--- src/rtl/branch_resolver_pkg.sv ---
// Shared constants and the tracking-slot record for the branch predictor and its resolver.
package branch_resolver_pkg;

  localparam int WORD_SIZE    = 16;
  localparam int BTB_IDX_SIZE = 8;

  typedef struct packed {
    logic                 valid;
    logic [WORD_SIZE-1:0] pc;
    logic [WORD_SIZE-1:0] npc_pred;
    logic                 tag_match;
    logic                 is_branch;
  } slot_t;

endpackage

--- src/rtl/branch_resolver_if.sv ---
// Pipeline/predictor-facing signal bundle of branch_resolver; master is the pipeline side.
interface branch_resolver_if
  import branch_resolver_pkg::*;
();

  logic                 stall;
  logic                 if_valid;
  logic [WORD_SIZE-1:0] if_pc;
  logic [WORD_SIZE-1:0] if_npc_pred;
  logic                 if_tag_match;
  logic                 id_is_branch;
  logic                 id_is_jump;
  logic                 id_is_jpr;
  logic [WORD_SIZE-1:0] id_target;
  logic                 ex_taken;
  logic [WORD_SIZE-1:0] ex_target;

  logic                 update_tag;
  logic [WORD_SIZE-1:0] pc_collided;
  logic [WORD_SIZE-1:0] branch_target;
  logic                 update_bht;
  logic [WORD_SIZE-1:0] pc_outcome;
  logic                 branch_outcome;
  logic                 redirect_valid;
  logic [WORD_SIZE-1:0] redirect_pc;
  logic                 flush_if;
  logic                 flush_id;
  logic [15:0]          stat_branches;
  logic [15:0]          stat_mispredicts;

  modport master (
    output stall, if_valid, if_pc, if_npc_pred, if_tag_match,
           id_is_branch, id_is_jump, id_is_jpr, id_target,
           ex_taken, ex_target,
    input  update_tag, pc_collided, branch_target,
           update_bht, pc_outcome, branch_outcome,
           redirect_valid, redirect_pc, flush_if, flush_id,
           stat_branches, stat_mispredicts
  );

  modport slave (
    input  stall, if_valid, if_pc, if_npc_pred, if_tag_match,
           id_is_branch, id_is_jump, id_is_jpr, id_target,
           ex_taken, ex_target,
    output update_tag, pc_collided, branch_target,
           update_bht, pc_outcome, branch_outcome,
           redirect_valid, redirect_pc, flush_if, flush_id,
           stat_branches, stat_mispredicts
  );

endinterface

--- src/rtl/branch_slot.sv ---
// One prediction-tracking slot: holds its contents while stalled, valid bit cleared by reset.
module branch_slot
  import branch_resolver_pkg::*;
(
    input  logic  clk,
    input  logic  reset,
    input  logic  stall,
    input  slot_t slot_d,
    output slot_t slot_q
);

    logic                 valid_p0;
    logic [WORD_SIZE-1:0] pc_p0;
    logic [WORD_SIZE-1:0] npc_pred_p0;
    logic                 tag_match_p0;
    logic                 is_branch_p0;

    always_ff @(posedge clk) begin
        if (reset)
            valid_p0 <= 1'b0;
        else if (!stall)
            valid_p0 <= slot_d.valid;
    end

    // Payload carries no reset; it is only meaningful while valid_p0 is set.
    always_ff @(posedge clk) begin
        if (!stall) begin
            pc_p0        <= slot_d.pc;
            npc_pred_p0  <= slot_d.npc_pred;
            tag_match_p0 <= slot_d.tag_match;
            is_branch_p0 <= slot_d.is_branch;
        end
    end

    assign slot_q = '{valid:     valid_p0,
                      pc:        pc_p0,
                      npc_pred:  npc_pred_p0,
                      tag_match: tag_match_p0,
                      is_branch: is_branch_p0};

endmodule

--- src/rtl/branch_resolver.sv ---
// Resolves predicted next-PCs in ID and EX, drives predictor updates, redirects and flushes.
// Optional statistics counters are built when BRANCH_RESOLVER_STATS_EN is defined.
module branch_resolver
  import branch_resolver_pkg::*;
(
    input logic         clk,
    input logic         reset,
    branch_resolver_if.slave br
);

    slot_t id_d, id_q;
    slot_t ex_d, ex_q;

    logic                 live;
    logic                 ex_res, ex_mis;
    logic [WORD_SIZE-1:0] ex_actual;
    logic                 id_ctl, id_live, id_res, id_mis, id_inst;
    logic                 redirect, flush_if_w, flush_id_w;

    // Slot-advance inputs
    always_comb begin
        id_d           = '0;
        id_d.valid     = br.if_valid & ~flush_if_w;
        id_d.pc        = br.if_pc;
        id_d.npc_pred  = br.if_npc_pred;
        id_d.tag_match = br.if_tag_match;
        id_d.is_branch = 1'b0;

        ex_d           = id_q;
        ex_d.valid     = id_q.valid & ~flush_id_w & br.id_is_branch;
        ex_d.is_branch = br.id_is_branch;
    end

    branch_slot u_id_slot (
        .clk    (clk),
        .reset  (reset),
        .stall  (br.stall),
        .slot_d (id_d),
        .slot_q (id_q)
    );

    branch_slot u_ex_slot (
        .clk    (clk),
        .reset  (reset),
        .stall  (br.stall),
        .slot_d (ex_d),
        .slot_q (ex_q)
    );

    logic unused_slot_bits;
    assign unused_slot_bits = ex_q.tag_match ^ id_q.is_branch;

    // Resolution: EX has priority; an EX mispredict squashes everything from ID
    always_comb begin
        live      = ~reset & ~br.stall;
        ex_res    = live & ex_q.valid & ex_q.is_branch;
        ex_actual = br.ex_taken ? br.ex_target : ex_q.pc + WORD_SIZE'(1);
        ex_mis    = ex_res & (ex_q.npc_pred != ex_actual);

        id_live   = live & id_q.valid & ~ex_mis;
        id_ctl    = br.id_is_jump | br.id_is_jpr;
        id_res    = id_live & id_ctl;
        id_mis    = id_res & (id_q.npc_pred != br.id_target);
        id_inst   = id_live & (br.id_is_branch | id_ctl) & ~id_q.tag_match;

        redirect   = ex_mis | id_mis;
        flush_if_w = redirect;
        flush_id_w = ex_mis;
    end

    always_comb begin
        br.update_tag     = id_inst;
        br.pc_collided    = id_inst ? id_q.pc : '0;
        br.branch_target  = id_inst ? br.id_target : '0;

        br.update_bht     = ex_res | id_res;
        br.pc_outcome     = '0;
        br.branch_outcome = 1'b0;
        if (ex_res) begin
            br.pc_outcome     = ex_q.pc;
            br.branch_outcome = br.ex_taken;
        end else if (id_res) begin
            br.pc_outcome     = id_q.pc;
            br.branch_outcome = 1'b1;
        end

        br.redirect_valid = redirect;
        br.redirect_pc    = ex_mis ? ex_actual : (id_mis ? br.id_target : '0);
        br.flush_if       = flush_if_w;
        br.flush_id       = flush_id_w;
    end

`ifdef BRANCH_RESOLVER_STATS_EN
    logic [15:0] stat_br_p0, stat_mis_p0;
    logic [1:0]  br_inc;

    function automatic logic [15:0] sat_inc(input logic [15:0] cnt, input logic [1:0] inc);
        logic [16:0] sum;
        sum = {1'b0, cnt} + {15'b0, inc};
        return sum[16] ? 16'hFFFF : sum[15:0];
    endfunction

    assign br_inc = {1'b0, ex_res} + {1'b0, id_res};

    always_ff @(posedge clk) begin
        if (reset) begin
            stat_br_p0  <= '0;
            stat_mis_p0 <= '0;
        end else begin
            stat_br_p0  <= sat_inc(stat_br_p0, br_inc);
            stat_mis_p0 <= sat_inc(stat_mis_p0, {1'b0, redirect});
        end
    end

    assign br.stat_branches    = stat_br_p0;
    assign br.stat_mispredicts = stat_mis_p0;
`else
    assign br.stat_branches    = '0;
    assign br.stat_mispredicts = '0;
`endif

endmodule

--- src/flat_wrapper.sv ---
// flat-port wrapper written by rule: the top's interface ports become plain ports
module branch_resolver_flat import branch_resolver_pkg::*;
  (clk, reset, br_stall, br_if_valid, br_if_pc, br_if_npc_pred, br_if_tag_match, br_id_is_branch, br_id_is_jump, br_id_is_jpr, br_id_target, br_ex_taken, br_ex_target, br_update_tag, br_pc_collided, br_branch_target, br_update_bht, br_pc_outcome, br_branch_outcome, br_redirect_valid, br_redirect_pc, br_flush_if, br_flush_id, br_stat_branches, br_stat_mispredicts);
  branch_resolver_if br_i ();
  input logic clk;
  input logic reset;
  input wire logic [$bits(br_i.stall)-1:0] br_stall;
  input wire logic [$bits(br_i.if_valid)-1:0] br_if_valid;
  input wire logic [$bits(br_i.if_pc)-1:0] br_if_pc;
  input wire logic [$bits(br_i.if_npc_pred)-1:0] br_if_npc_pred;
  input wire logic [$bits(br_i.if_tag_match)-1:0] br_if_tag_match;
  input wire logic [$bits(br_i.id_is_branch)-1:0] br_id_is_branch;
  input wire logic [$bits(br_i.id_is_jump)-1:0] br_id_is_jump;
  input wire logic [$bits(br_i.id_is_jpr)-1:0] br_id_is_jpr;
  input wire logic [$bits(br_i.id_target)-1:0] br_id_target;
  input wire logic [$bits(br_i.ex_taken)-1:0] br_ex_taken;
  input wire logic [$bits(br_i.ex_target)-1:0] br_ex_target;
  output wire logic [$bits(br_i.update_tag)-1:0] br_update_tag;
  output wire logic [$bits(br_i.pc_collided)-1:0] br_pc_collided;
  output wire logic [$bits(br_i.branch_target)-1:0] br_branch_target;
  output wire logic [$bits(br_i.update_bht)-1:0] br_update_bht;
  output wire logic [$bits(br_i.pc_outcome)-1:0] br_pc_outcome;
  output wire logic [$bits(br_i.branch_outcome)-1:0] br_branch_outcome;
  output wire logic [$bits(br_i.redirect_valid)-1:0] br_redirect_valid;
  output wire logic [$bits(br_i.redirect_pc)-1:0] br_redirect_pc;
  output wire logic [$bits(br_i.flush_if)-1:0] br_flush_if;
  output wire logic [$bits(br_i.flush_id)-1:0] br_flush_id;
  output wire logic [$bits(br_i.stat_branches)-1:0] br_stat_branches;
  output wire logic [$bits(br_i.stat_mispredicts)-1:0] br_stat_mispredicts;
  assign br_i.stall = br_stall;
  assign br_i.if_valid = br_if_valid;
  assign br_i.if_pc = br_if_pc;
  assign br_i.if_npc_pred = br_if_npc_pred;
  assign br_i.if_tag_match = br_if_tag_match;
  assign br_i.id_is_branch = br_id_is_branch;
  assign br_i.id_is_jump = br_id_is_jump;
  assign br_i.id_is_jpr = br_id_is_jpr;
  assign br_i.id_target = br_id_target;
  assign br_i.ex_taken = br_ex_taken;
  assign br_i.ex_target = br_ex_target;
  assign br_update_tag = br_i.update_tag;
  assign br_pc_collided = br_i.pc_collided;
  assign br_branch_target = br_i.branch_target;
  assign br_update_bht = br_i.update_bht;
  assign br_pc_outcome = br_i.pc_outcome;
  assign br_branch_outcome = br_i.branch_outcome;
  assign br_redirect_valid = br_i.redirect_valid;
  assign br_redirect_pc = br_i.redirect_pc;
  assign br_flush_if = br_i.flush_if;
  assign br_flush_id = br_i.flush_id;
  assign br_stat_branches = br_i.stat_branches;
  assign br_stat_mispredicts = br_i.stat_mispredicts;
  branch_resolver u_core (.clk(clk), .reset(reset), .br(br_i));
endmodule
--- config.mk ---
export PLATFORM = sky130hd
export DESIGN_NAME = branch_resolver_flat
export DESIGN_NICKNAME = d
export VERILOG_FILES = /design/src/rtl/branch_resolver_pkg.sv /design/src/rtl/branch_resolver_if.sv /design/src/rtl/branch_slot.sv /design/src/rtl/branch_resolver.sv /design/src/flat_wrapper.sv
export SDC_FILE = /design/constraint.sdc
export NUM_CORES = 1
export LEC_CHECK = 0
export ABC_AREA = 1
export CAP_MARGIN = 20
export CORE_MARGIN = 2
export CORE_UTILIZATION = 40
export DETAILED_ROUTE_END_ITERATION = 10
export GPL_TIMING_DRIVEN = 0
export HOLD_SLACK_MARGIN = 0.03
export PLACE_DENSITY = 0.73
export SLEW_MARGIN = 5
export SYNTH_ARGS = -nofsm -noshare
export SYNTH_HDL_FRONTEND = slang
export SYNTH_SLANG_ARGS = --single-unit
--- constraint.sdc ---
create_clock -name clk -period 3.4 [get_ports clk]
set_clock_uncertainty 0.05 [all_clocks]
set_input_delay 0.51 -clock clk [delete_from_list [all_inputs] [get_ports clk]]
set_output_delay 0.51 -clock clk [all_outputs]
set_load 0.02 [all_outputs]
==> impl_metrics.tcl <==
set metrics [dict create \
    finalHoldViolCount 0 \
    ys_seq_area_frac 0.477 \
    drcViolationCount 0 \
    syn-cell-area_um2 4240 \
    layout-drive-gt1-share 0.387 \
    drtIter0Drc 250 \
    finalCritPeriodShare 1.08 \
    leakage_nw 3.29 \
    cp_data_required_time_ns 2.84 \
    ys_ff_latch 68 \
    die_h_um 107 \
    worstRegToRegCells 20 \
    peakVddDrop_mv 0.196 \
    wl_per_cell_um 16.8 \
    p_per_area_nw_per_um2 300 \
    grt_pass1_wl_um 20100 \
    seq_area_um2 2020 \
    die_x_um 107 \
    layout_min_cycle_time_ns 3.69 \
    root_buffer "clkbuf_8" \
    synth_compound_area_frac 0.0457 \
    muxShareOfSynthArea 0 \
    port_buffers 142 \
    clock.fmax_mhz 271 \
    synth_cell_types 38 \
    slowest_stage "edfxtp_1" \
    synth_ff_type "edfxtp_1" \
    yosysTopAreaCellShare 0.467 \
    synth_edf_count 66 \
    cts_buffers 9 \
    synth-async-reset-ratio 0 \
    antenna_left 0 \
    failed_checks "setup timing" \
    syn_inst 517 \
    fillers 734 \
    cap_violations 0 \
    min_from "u_core.u_id_slot.pc_p0[12]" \
    wl_um 14600 \
    setup_viol_count_final 69 \
    drv_slew 0 \
    initial_utilization 0.411 \
    synth-xor-area-share 0.0330 \
    worst_ep_arrival_time_ns 3.13 \
    cts_hold_buf 0 \
    synth_fa_ha_area_frac 0.00295 \
    final_cell_mix "inv_1 (81), nand2_1 (78), clkdlybuf4s50_1 (71)" \
    globalplace.congestion 0.823 \
    hold_class "reg -> reg" \
    first_global_vias 4072 \
    worstMarginPinSlew_ns 1.15 \
    dieArea_um2 11400 \
    yosys_warnings 0 \
    reg2reg_slack_ns 0.52 \
    multiInputGateArea_um2 2400 \
    num_io_pins 175 \
    synth.avg_cell_area_um2 8.20 \
    cp_max_fo 7 \
    maxSlewHeadroom 0.234 \
    antenna_found_initial 0 \
    coreArea_um2 10300 \
    ys_top_cells_by_area "edfxtp_1 (47%), nor2_1 (8.8%), inv_1 (7.4%)" \
    mostFrequentLayoutCell "inv_1" \
    worstSetupPathType "reg -> out" \
    r2r_start "u_core.u_ex_slot.pc_p0[0]" \
    yosys.area_share.simple 0.284 \
    grt_setup_unrepaired "yes" \
    gr-usage-all-layers 0.231 \
    yosysTopAreaCell "edfxtp_1" \
    cp-end-kind "output port" \
    vias 4309 \
    area_growth_pct 72.8 \
    rows 37 \
    holdPathStages 0 \
    cts_sinks 68 \
    drt_pass1_iterations 7 \
    status "finished, violations left" \
    hpwl_um 9750 \
    crit_top_cell "nand2_1" \
    crit_chain "ha_4, nand2_4, nor2_4, nand2_1, nand2_1, nand3_2, nand3b_1, nand2_1, nor2_1, nand2_1, nor2_2, nand3_2, nand2_4, buf_8, nand3_4, clkbuf_16, nor2_4, buf_6" \
    diodes 0 \
    fin_nets 803 \
    path_clk_slew_ns 0.08 \
    min_to "u_core.u_ex_slot.pc_p0[12]" \
    hold-worst-slack_ns 0.403 \
    cpPeakStageDelay_ns 0.45 \
    clk_path_buf_depth 2 \
    layout_setup_ws_ns -0.289 \
    grt_start_max_net_pins 68 \
    grt_overflow 0 \
    insertion_delay_ns 0.35 \
    start_kind "register" \
    pre_cts_slack_ns -1.19 \
    tritoncts "yes" \
    viasPerCell 4.95 \
    worst_r2r_endpoint "u_core.u_ex_slot.valid_p0" \
    synth_top_family_by_area "simple AND/OR/NAND/NOR gates" \
    h-tree-depth 3 \
]
worst max-delay path by stage:
stage	start	endpoint	slack [ns]	cells past startpoint
floorplan	u_core.u_ex_slot.pc_p0[0]	br_update_bht	0.40	16
global placement	br_ex_taken	br_redirect_pc[12]	-1.13	17
detailed placement	br_ex_taken	br_redirect_pc[12]	-1.19	17
CTS	u_core.u_ex_slot.pc_p0[0]	br_update_tag	-0.07	18
global route	u_core.u_ex_slot.pc_p0[0]	br_pc_collided[3]	-0.46	18
finish	u_core.u_ex_slot.pc_p0[0]	br_branch_target[14]	-0.29	18
Yosys cell counts, types with 5 or more instances:
library cell / count
inv_1: 84
a21oi_1: 5
xor2_1: 12
nand3_1: 42
edfxtp_1: 66
nand4_1: 7
or2_1: 8
o21ai_0: 7
buf_4: 34
nor2_1: 99
or2_2: 5
nand2_1: 84
o22ai_1: 15
layer usage:
layer	routed length, um	up-vias	track usage
li1	-	2027	-
met1	5790	2032	0.284
met2	7330	215	0.392
met3	1080	35	0.0456
met4	404	0	0.100
met5	0	-	0
layout make-up:
type,instances,area share
clock inverters,7,0.0101
inverters,89,0.0459
clock buffers,9,0.0169
well taps,136,0.0232
repair buffers,168,0.248
multi-input cells,349,0.327
flip-flops and latches,68,0.276
plain buffers,44,0.0531
kinds of logic (layout without fill, tap and decap cells):
group           Yosys count  in the layout
xor+xnor                 16             16
simple gates            265            267
compound gates           33             33
buf+inv                 133            317
other cells               1             32
fa+ha+maj                 1              1
flops                    68             68
worst max-delay path: cells and delay by family (launching register included):
| family | cells | cell delay, ns |
|---|---|---|
| AND/OR/NAND/NOR | 14 | 1.57 |
| flip-flops | 1 | 0.45 |
| buffers and inverters | 3 | 0.54 |
| adder cells (fa/ha/maj) | 1 | 0.21 |
sequential cells by signal, indices dropped and copies added (netlist names):
| name | count |
|---|---|
| u_core.u_id_slot.pc_p0 | 16 |
| u_core.u_id_slot.tag_match_p0 | 1 |
| u_core.u_id_slot.npc_pred_p0 | 16 |
| u_core.u_ex_slot.is_branch_p0 | 1 |
| u_core.u_ex_slot.npc_pred_p0 | 16 |
| u_core.u_id_slot.valid_p0 | 1 |
| u_core.u_ex_slot.valid_p0 | 1 |
| u_core.u_ex_slot.pc_p0 | 16 |
repair_timing:
| action | 4_1_cts | 5_1_grt |
|---|---|---|
| setup endpoints to repair | 70 | 70 |
| gates cloned | 2 | 6 |
| resized for setup | 328 | 288 |
| setup buffers | 8 | 12 |
| pin swaps | 9 | 22 |
through the flow:
stage	power [mW]	util	TNS, ns	instances	instance area (um2)
final	2.20	0.710	-11.95	870	7330
after floorplan	1.26	-	0	548	4360
after global routing	2.28	0.710	-23.78	870	7330
after global placement	1.42	0.576	-68.89	826	5950
after CTS	2.12	0.592	-1.72	852	6110
after detailed placement	1.43	0.576	-73.45	826	5950
power by group:
part           switching, mW  total (mW)  internal [mW]
registers             0.0440        1.04          0.992
clock network          0.352       0.696          0.344
logic                  0.263       0.470          0.206
total                  0.659        2.20           1.54
Power figures use the tool's default switching activity.
